==> config.mk <==
export PLATFORM = sky130hd
export DESIGN_NAME = execute_cc_stage
export DESIGN_NICKNAME = d
export VERILOG_FILES = /design/src/rtl/execute_cc_stage.sv
export SDC_FILE = /design/constraint.sdc
export NUM_CORES = 1
export LEC_CHECK = 0
export CORE_MARGIN = 1.5
export CORE_UTILIZATION = 30
export CTS_BUF_LIST = sky130_fd_sc_hd__clkbuf_4 sky130_fd_sc_hd__clkbuf_8
export CTS_CLUSTER_SIZE = 16
export DETAILED_ROUTE_END_ITERATION = 6
export PLACE_DENSITY = 0.52
export SLEW_MARGIN = 20
export SYNTH_ARGS = -nofsm -noshare
export SYNTH_HDL_FRONTEND = slang
export SYNTH_SLANG_ARGS = --single-unit
export TNS_END_PERCENT = 100
==> constraint.sdc <==
create_clock -name clk -period 2.6 [get_ports clk]
set_clock_uncertainty 0.2 [all_clocks]
set_input_delay 0.78 -clock clk [delete_from_list [all_inputs] [get_ports clk]]
set_output_delay 0.78 -clock clk [all_outputs]
set_load 0.005 [all_outputs]
==> src/rtl/execute_cc_stage.sv <==
// execute_cc_stage: Y86-64 execute-stage back end.
// Updates the condition codes from the ALU adder result, evaluates the branch/cmov
// condition from the pre-update flags, and registers the result into the E->M
// pipeline register through a 2-entry skid buffer (main + skid) with a registered in_ready.
// Optional feature macro: CARRY_FLAG_EN (adds CF in cc_q[3] and the b/ae conditions).
module execute_cc_stage #(
    parameter int unsigned DATA_W = 64,
    parameter int unsigned CODE_W = 4,
    parameter int unsigned REG_W  = 4
) (
    input  logic              clk,
    input  logic              rst,
    input  logic              in_valid,
    output logic              in_ready,
    input  logic [DATA_W-1:0] in_sum,
    input  logic              in_ovf,
    input  logic              in_carry,
    input  logic              in_set_cc,
    input  logic [CODE_W-1:0] in_icode,
    input  logic [CODE_W-1:0] in_ifun,
    input  logic [REG_W-1:0]  in_dst,
    input  logic              flush,
    output logic              out_valid,
    input  logic              out_ready,
    output logic [DATA_W-1:0] out_vale,
    output logic              out_cnd,
    output logic [CODE_W-1:0] out_icode,
    output logic [REG_W-1:0]  out_dst,
    output logic [3:0]        cc_q
);

    localparam int unsigned CC_W = 4;
    localparam logic [CC_W-1:0] CC_RESET = CC_W'(1);

    typedef struct packed {
        logic [DATA_W-1:0] vale;
        logic              cnd;
        logic [CODE_W-1:0] icode;
        logic [REG_W-1:0]  dst;
    } entry_t;

    localparam entry_t ENTRY_RESET = '{vale: '0, cnd: 1'b0, icode: CODE_W'(1), dst: '1};

    entry_t          main_q, main_n;
    entry_t          skid_q, skid_n;
    logic            main_vld, main_vld_n;
    logic            skid_vld, skid_vld_n;
    logic            in_ready_q;
    logic [CC_W-1:0] cc_r;
    logic [CC_W-1:0] cc_upd;
    logic            cnd_c;
    logic            accept_c;
    logic            drain_c;
    entry_t          in_entry;

    // Handshake qualifiers; a flush drops whatever is presented in the same cycle.
    assign accept_c = in_valid & in_ready_q & ~flush;
    assign drain_c  = main_vld & out_ready;

    // Branch/cmov condition from the flags as they stand before this entry's update.
    always_comb begin
        logic zf, sf, of, cf;
        zf    = cc_r[0];
        sf    = cc_r[1];
        of    = cc_r[2];
        cf    = cc_r[3];
        cnd_c = 1'b0;
        case (in_ifun)
            CODE_W'(0): cnd_c = 1'b1;
            CODE_W'(1): cnd_c = (sf ^ of) | zf;
            CODE_W'(2): cnd_c = sf ^ of;
            CODE_W'(3): cnd_c = zf;
            CODE_W'(4): cnd_c = ~zf;
            CODE_W'(5): cnd_c = ~(sf ^ of);
            CODE_W'(6): cnd_c = ~(sf ^ of) & ~zf;
`ifdef CARRY_FLAG_EN
            CODE_W'(8): cnd_c = cf;
            CODE_W'(9): cnd_c = ~cf;
`endif
            default:    cnd_c = 1'b0;
        endcase
    end

    // New flag values derived from the adder result; ZF looks at every sum bit.
`ifdef CARRY_FLAG_EN
    assign cc_upd = {in_carry, in_ovf, in_sum[DATA_W-1], (in_sum == '0)};
`else
    logic unused_carry;
    assign unused_carry = in_carry;
    assign cc_upd = {1'b0, in_ovf, in_sum[DATA_W-1], (in_sum == '0)};
`endif

    assign in_entry = '{vale: in_sum, cnd: cnd_c, icode: in_icode, dst: in_dst};

    // Skid-buffer next state: skid drains into main before any new input is taken.
    always_comb begin
        main_n     = main_q;
        skid_n     = skid_q;
        main_vld_n = main_vld;
        skid_vld_n = skid_vld;
        if (flush) begin
            main_vld_n = 1'b0;
            skid_vld_n = 1'b0;
        end else if (skid_vld) begin
            if (drain_c) begin
                main_n     = skid_q;
                skid_vld_n = 1'b0;
            end
        end else if (accept_c) begin
            if (!main_vld || drain_c) begin
                main_n     = in_entry;
                main_vld_n = 1'b1;
            end else begin
                skid_n     = in_entry;
                skid_vld_n = 1'b1;
            end
        end else if (drain_c) begin
            main_vld_n = 1'b0;
        end
    end

    // Buffer and ready registers; in_ready follows the next skid occupancy.
    always_ff @(posedge clk) begin
        if (rst) begin
            main_q     <= ENTRY_RESET;
            skid_q     <= ENTRY_RESET;
            main_vld   <= 1'b0;
            skid_vld   <= 1'b0;
            in_ready_q <= 1'b0;
        end else begin
            main_q     <= main_n;
            skid_q     <= skid_n;
            main_vld   <= main_vld_n;
            skid_vld   <= skid_vld_n;
            in_ready_q <= ~skid_vld_n;
        end
    end

    // Condition-code register, written on the accepting edge of a set_cc entry.
    always_ff @(posedge clk) begin
        if (rst) begin
            cc_r <= CC_RESET;
        end else if (accept_c && in_set_cc) begin
            cc_r <= cc_upd;
        end
    end

    assign in_ready  = in_ready_q;
    assign out_valid = main_vld;
    assign out_vale  = main_q.vale;
    assign out_cnd   = main_q.cnd;
    assign out_icode = main_q.icode;
    assign out_dst   = main_q.dst;
    assign cc_q      = cc_r;

endmodule

==> impl_metrics.toml, run 1 <==
[timing]
rsz0062_at_grt = "no"
fin_setup_tns_ps = 0
slew_headroom_pct = 54.4
worst_slew_pin_slew_ps = 684
hold_ws_ps = 255
fin_crit_ps = 2380
worst_slack_ps = 216
period_share_pct = 91.7
finalSetupViolations = 0
slew_violations = 0
max_freq_mhz = 419
hold_viol = 0

[pwr]
pwr_density_cell_mw_per_mm2 = 573
leakage_nw = 2.94
p_total_mw = 5.11
ir_drop_v = 0.000328

[routing]
wl_met1_um = 8510
dr.pass1.iters = 5
drc = 0
ant_nets = 0
wl_met2_um = 7880
routedWlPerCell_um = 15.1
route.met3.wl_um = 867
num_vias = 5362
drtIter0Drc = 205
wl_um = 17400
drt-vias-per-instance = 4.64
highest_layer = "met4"

[setup_path]
cp_slowest_cell = "clkdlybuf4s50_1"
reg2reg_to = "out_icode[0]$_SDFFE_PP1P_"
critPathTopFamily = "buffers and inverters"
critPathArrivalTime_ps = 1400
path_cells = "clkdlybuf4s50_1"
crit_buf_inv = 1
startpoint = "in_ready$_SDFF_PP0_"
max_stage_delay_ps = 550
path_class = "reg2out"
cp_max_fo = 4
rr_startpoint = "skid_vld$_SDFF_PP0_"
reg2reg_slack_ps = 750
cp-start-kind = "register"
crit_path_end_kind = "output port"
r2r_cells = 4
worstPathRequired_ps = 1620

[clocking]
clockBufferDepth = 2
cts_resized = 0
clockRootBuffer = "clkbuf_8"
cts_tree = "yes"
postCtsHoldBufs = 0
clock-sinks = 152
cts_max_level = 4
numCtsBuffers = 17
postCtsSetupRepairBufs = 0
clk_latency_ps = 430
clk_pin_slew_ps = 80

[floorplan]
io_pins = 163
die_h_um = 148
die_x_um = 148
dieArea_sq_mm = 0.0218
rows = 52
coreArea_sq_mm = 0.0204
initial_core_util_pct = 30.8

[grt]
antenna_found_initial = 0
grt_pass1_vias = 5106
grt_pass1_wl_um = 28000
grt_overflow_total = 0
grt_start_max_net_pins = 40
grt_use_total_pct = 16.4

[job]
maxCapViolCount = 0

[hold_path]
min_from = "skid_q[32]$_SDFFE_PP0P_"
min_path_type = "reg2reg"
holdPathEnd = "skid_q[32]$_SDFFE_PP0P_"
min_path_cells = 2

[finish]
final_util_pct = 43.8
final_area_sq_mm = 0.00891
antenna_cells = 0
ff_latch_area_sq_mm = 0.00305
final_net_count = 957
nFillCells = 2016
drive_above_1_share_pct = 11.4
area_delta_synth_final_pct = 42.2
layoutNonFillerInstCount = 1156
multi_input_area_sq_mm = 0.00292

[logic_synthesis]
avgSynthCellArea_sq_um = 8.94
synth-seq-cells = 152
synth_fp_nets = 785
synthDistinctLibCells = 34
yosys_warnings = 0
yosysSeqAreaShare_pct = 48.5
syn_inst = 701
syn-cell-area_sq_mm = 0.00627

[placed_design]
dpl_cell_area_sq_mm = 0.00845
portBuffers = 160
dp_hpwl_um = 12200
place_inst = 1124
dp_slack_ps = -144
routabilityCongestion = 0.773

[status]
status = "finished clean"
## how the worst max path moves through the flow
stage / to / slack (ps) / cells after the start
5_1_grt: cc_q[0] / 120 / 1
3_5_place_dp: cc_q[0]$_SDFFE_PP1P_ / -140 / 6
4_1_cts: in_ready / 160 / 1
2_1_floorplan: skid_q[17]$_SDFFE_PP0P_ / 330 / 6
3_3_place_gp: cc_q[0]$_SDFFE_PP1P_ / -210 / 6
6_report: in_ready / 220 / 1
## final cells by class
type / count / area share, %
flip-flops and latches: 152 / 34.2
multi-input cells: 490 / 32.7
repair buffers: 211 / 24.1
well taps: 270 / 3.79
clock buffers: 20 / 2.95
clock inverters: 12 / 2.23
inverters: 1 / 0.0421
## flip-flops by register name, summed over array words and instances, names as in the netlist
signal,cells
out_cnd,1
skid_vld,1
out_valid,1
in_ready,1
out_icode,4
out_dst,4
skid_q,73
cc_q,3
out_vale,64
## synthesized netlist by cell type (all sizes together)
cell type / count / area share (%)
a211o: 6 / 0.84
a211oi: 70 / 9.5
a21oi: 67 / 5.3
a221o: 2 / 0.32
a221oi: 1 / 0.14
a22oi: 1 / 0.12
a31oi: 1 / 0.10
and2b: 1 / 0.12
buf: 34 / 3.5
clkbuf: 24 / 1.4
conb: 1 / 0.060
dfxtp: 152 / 49
inv: 1 / 0.060
mux2i: 75 / 12
nand2: 147 / 8.8
nand2b: 1 / 0.10
nand3b: 6 / 0.92
nand4: 3 / 0.30
nand4b: 1 / 0.14
nor2: 79 / 4.7
nor2b: 3 / 0.30
nor3: 3 / 0.24
nor3b: 1 / 0.12
nor4: 15 / 1.5
o21ai: 1 / 0.080
o2bb2ai: 1 / 0.14
or3b: 1 / 0.14
or4: 2 / 0.24
xnor2: 1 / 0.14
## worst min-delay path, cell delays in order (launching register included)
cell,delay [ps]
dfxtp_1,310
nand2_1,50
a21oi_1,50
## cell usage in the layout (no fill, tap or decap), types with 5 or more instances in the layout
cell type,n
a211oi_1,57
mux2i_1,75
a211o_1,6
clkbuf_8,18
buf_12,13
clkdlybuf4s50_1,159
nand3b_1,5
a21oi_1,67
buf_4,39
dfxtp_1,151
nand2_1,147
a211oi_2,12
bufinv_16,5
nor2_1,79
nor4_1,15
## logic make-up after synthesis
logic type | Yosys count | share of synthesized area [%]
and+or+nand+nor | 263 | 17.6
xor gates and xnor gates | 1 | 0.140
buffers and inverters | 59 | 5.01
AOI/OAI and AO/OA | 150 | 16.6
DFF | 152 | 48.5
other | 1 | 0.0598
muxes | 75 | 12.0
## where the power goes
part | leakage (nW) | switching (mW) | total [mW] | internal [mW]
Clock | 0.234 | 0.907 | 2.10 | 1.19
Combinational | 1.47 | 0.243 | 0.585 | 0.342
Sequential | 1.24 | 0.0370 | 2.43 | 2.39
Total | 2.94 | 1.19 | 5.11 | 3.92
## per-layer routing
| metal | GRT usage, % | up-vias |
|---|---|---|
| met5 | 0 | - |
| met4 | 4.20 | 0 |
| met3 | 4.91 | 11 |
| li1 | - | 2787 |
| met1 | 22.0 | 2450 |
| met2 | 25.4 | 114 |
Power figures use the tool's default switching activity.
==> inputs of run 2 (changes only) <==
- CTS_CLUSTER_DIAMETER: default -> 30
==> results of run 2 <==
Final layout, timing and power as in run 1 (identical DEF).
==> inputs of run 3 (changes only) <==
- MAX_ROUTING_LAYER: default -> met4
==> run 3 against run 2 <==
Net effect:
- non-clock buffer count did not move
- critical path depth unchanged
- worst setup slack got worse by 2.7 ps
- sequential power hardly changed
- via count up 0.28%
- utilization did not move
- clock-buffer cell count did not move
- die area unchanged
- flip-flop and latch count unchanged
- critical endpoint is now out_valid
==> impl_metrics.toml, run 3 (synthesis results as in run 1) <==
[status]
status = "finished clean"

[hold_path]
min_path_cells = 2
min_from = "skid_q[32]$_SDFFE_PP0P_"
min_path_type = "reg2reg"
holdPathEnd = "skid_q[32]$_SDFFE_PP0P_"

[clocking]
cts_resized = 0
postCtsSetupRepairBufs = 0
clockRootBuffer = "clkbuf_8"
cts_max_level = 4
clk_pin_slew_ps = 80
clk_latency_ps = 430
numCtsBuffers = 17
postCtsHoldBufs = 0
cts_tree = "yes"
clockBufferDepth = 2
clock-sinks = 152

[floorplan]
rows = 52
die_h_um = 148
coreArea_sq_mm = 0.0204
io_pins = 163
die_x_um = 148
initial_core_util_pct = 30.8
dieArea_sq_mm = 0.0218

[placed_design]
portBuffers = 160
routabilityCongestion = 0.784
dp_hpwl_um = 12200
dpl_cell_area_sq_mm = 0.00845

[setup_path]
crit_path_end_kind = "output port"
path_class = "reg2out"
cp_slowest_cell = "clkdlybuf4s50_1"
crit_buf_inv = 1
path_cells = "clkdlybuf4s50_1"
max_stage_delay_ps = 570
rr_startpoint = "skid_vld$_SDFF_PP0_"
cp-start-kind = "register"
cp_max_fo = 6
critPathTopFamily = "buffers and inverters"
r2r_cells = 4
critPathArrivalTime_ps = 1410
reg2reg_to = "out_icode[0]$_SDFFE_PP1P_"
path_depth = 1
worstPathRequired_ps = 1620
reg2reg_slack_ps = 760

[timing]
max_freq_mhz = 419
fin_crit_ps = 2390
slew_headroom_pct = 54.7
rsz0062_at_grt = "no"
finalSetupViolations = 0
hold_ws_ps = 254
fin_setup_tns_ps = 0
hold_viol = 0
period_share_pct = 91.8
worst_slew_pin_slew_ps = 679
slew_violations = 0

[grt]
grt_pass1_wl_um = 28000
grt_use_total_pct = 16.8
grt_pass1_vias = 5131
antenna_found_initial = 0
grt_start_max_net_pins = 40
grt_overflow_total = 0

[finish]
antenna_cells = 0
drive_above_1_share_pct = 11.4
final_area_sq_mm = 0.00891
ff_latch_area_sq_mm = 0.00305
largest_reg_flops = 73
final_common_cell = "clkdlybuf4s50_1"
regMostFlops = "skid_q"
area_delta_synth_final_pct = 42.2
nFillCells = 2016
final_net_count = 957
mostFrequentLayoutCells = "159 x clkdlybuf4s50_1, 151 x dfxtp_1, 147 x nand2_1"
final_util_pct = 43.8
multi_input_area_sq_mm = 0.00292

[routing]
route.met3.wl_um = 804
wl_met1_um = 8540
drtIter0Drc = 206
highest_layer = "met4"
wl_um = 17500
dr.pass1.iters = 4
ant_nets = 0
routedWlPerCell_um = 15.1
drt-vias-per-instance = 4.65
num_vias = 5377
wl_met2_um = 7960
drc = 0

[job]
maxCapViolCount = 0

[pwr]
leakage_nw = 2.94
ir_drop_v = 0.000324
pwr_density_cell_mw_per_mm2 = 573
## run 3: metal layers
| layer | up-vias | track usage (%) |
|---|---|---|
| met3 | 10 | 4.48 |
| met4 | 0 | 4.20 |
| met2 | 118 | 25.5 |
| met5 | - | - |
| met1 | 2458 | 22.2 |
| li1 | 2791 | - |
## run 3: worst max-delay path by stage
stage	end	from
2_1_floorplan	skid_q[17]$_SDFFE_PP0P_	out_ready
3_3_place_gp	cc_q[0]$_SDFFE_PP1P_	in_sum[43]
3_5_place_dp	cc_q[0]$_SDFFE_PP1P_	in_sum[43]
4_1_cts	in_ready	in_ready$_SDFF_PP0_
5_1_grt	cc_q[0]	cc_q[0]$_SDFFE_PP1P_
6_report	out_valid	out_valid$_SDFFE_PP0P_
## run 3: area by class of cell
type                       count  share of cell area (%)
clock buffer                  20                    2.95
clock inverter                12                    2.23
inverter                       1                  0.0421
multi-input combinational    490                    32.7
sequential                   152                    34.2
tap                          270                    3.79
timing repair buffer         211                    24.1
## run 3: metrics by stage
stage | total power, mW | instances | setup WS (ps)
global placement | 3.07 | 1124 | -210
finish | 5.10 | 1156 | 213
CTS | 5.19 | 1156 | 164
detailed placement | 3.07 | 1124 | -144
global route | 5.33 | 1156 | 123
floorplan | 2.69 | 701 | 334
## run 3: where the power goes
part	internal (mW)	total (mW)	leakage, nW	switching (mW)
sequential	2.39	2.43	1.24	0.0371
clock	1.19	2.09	0.234	0.900
combinational	0.342	0.585	1.47	0.242
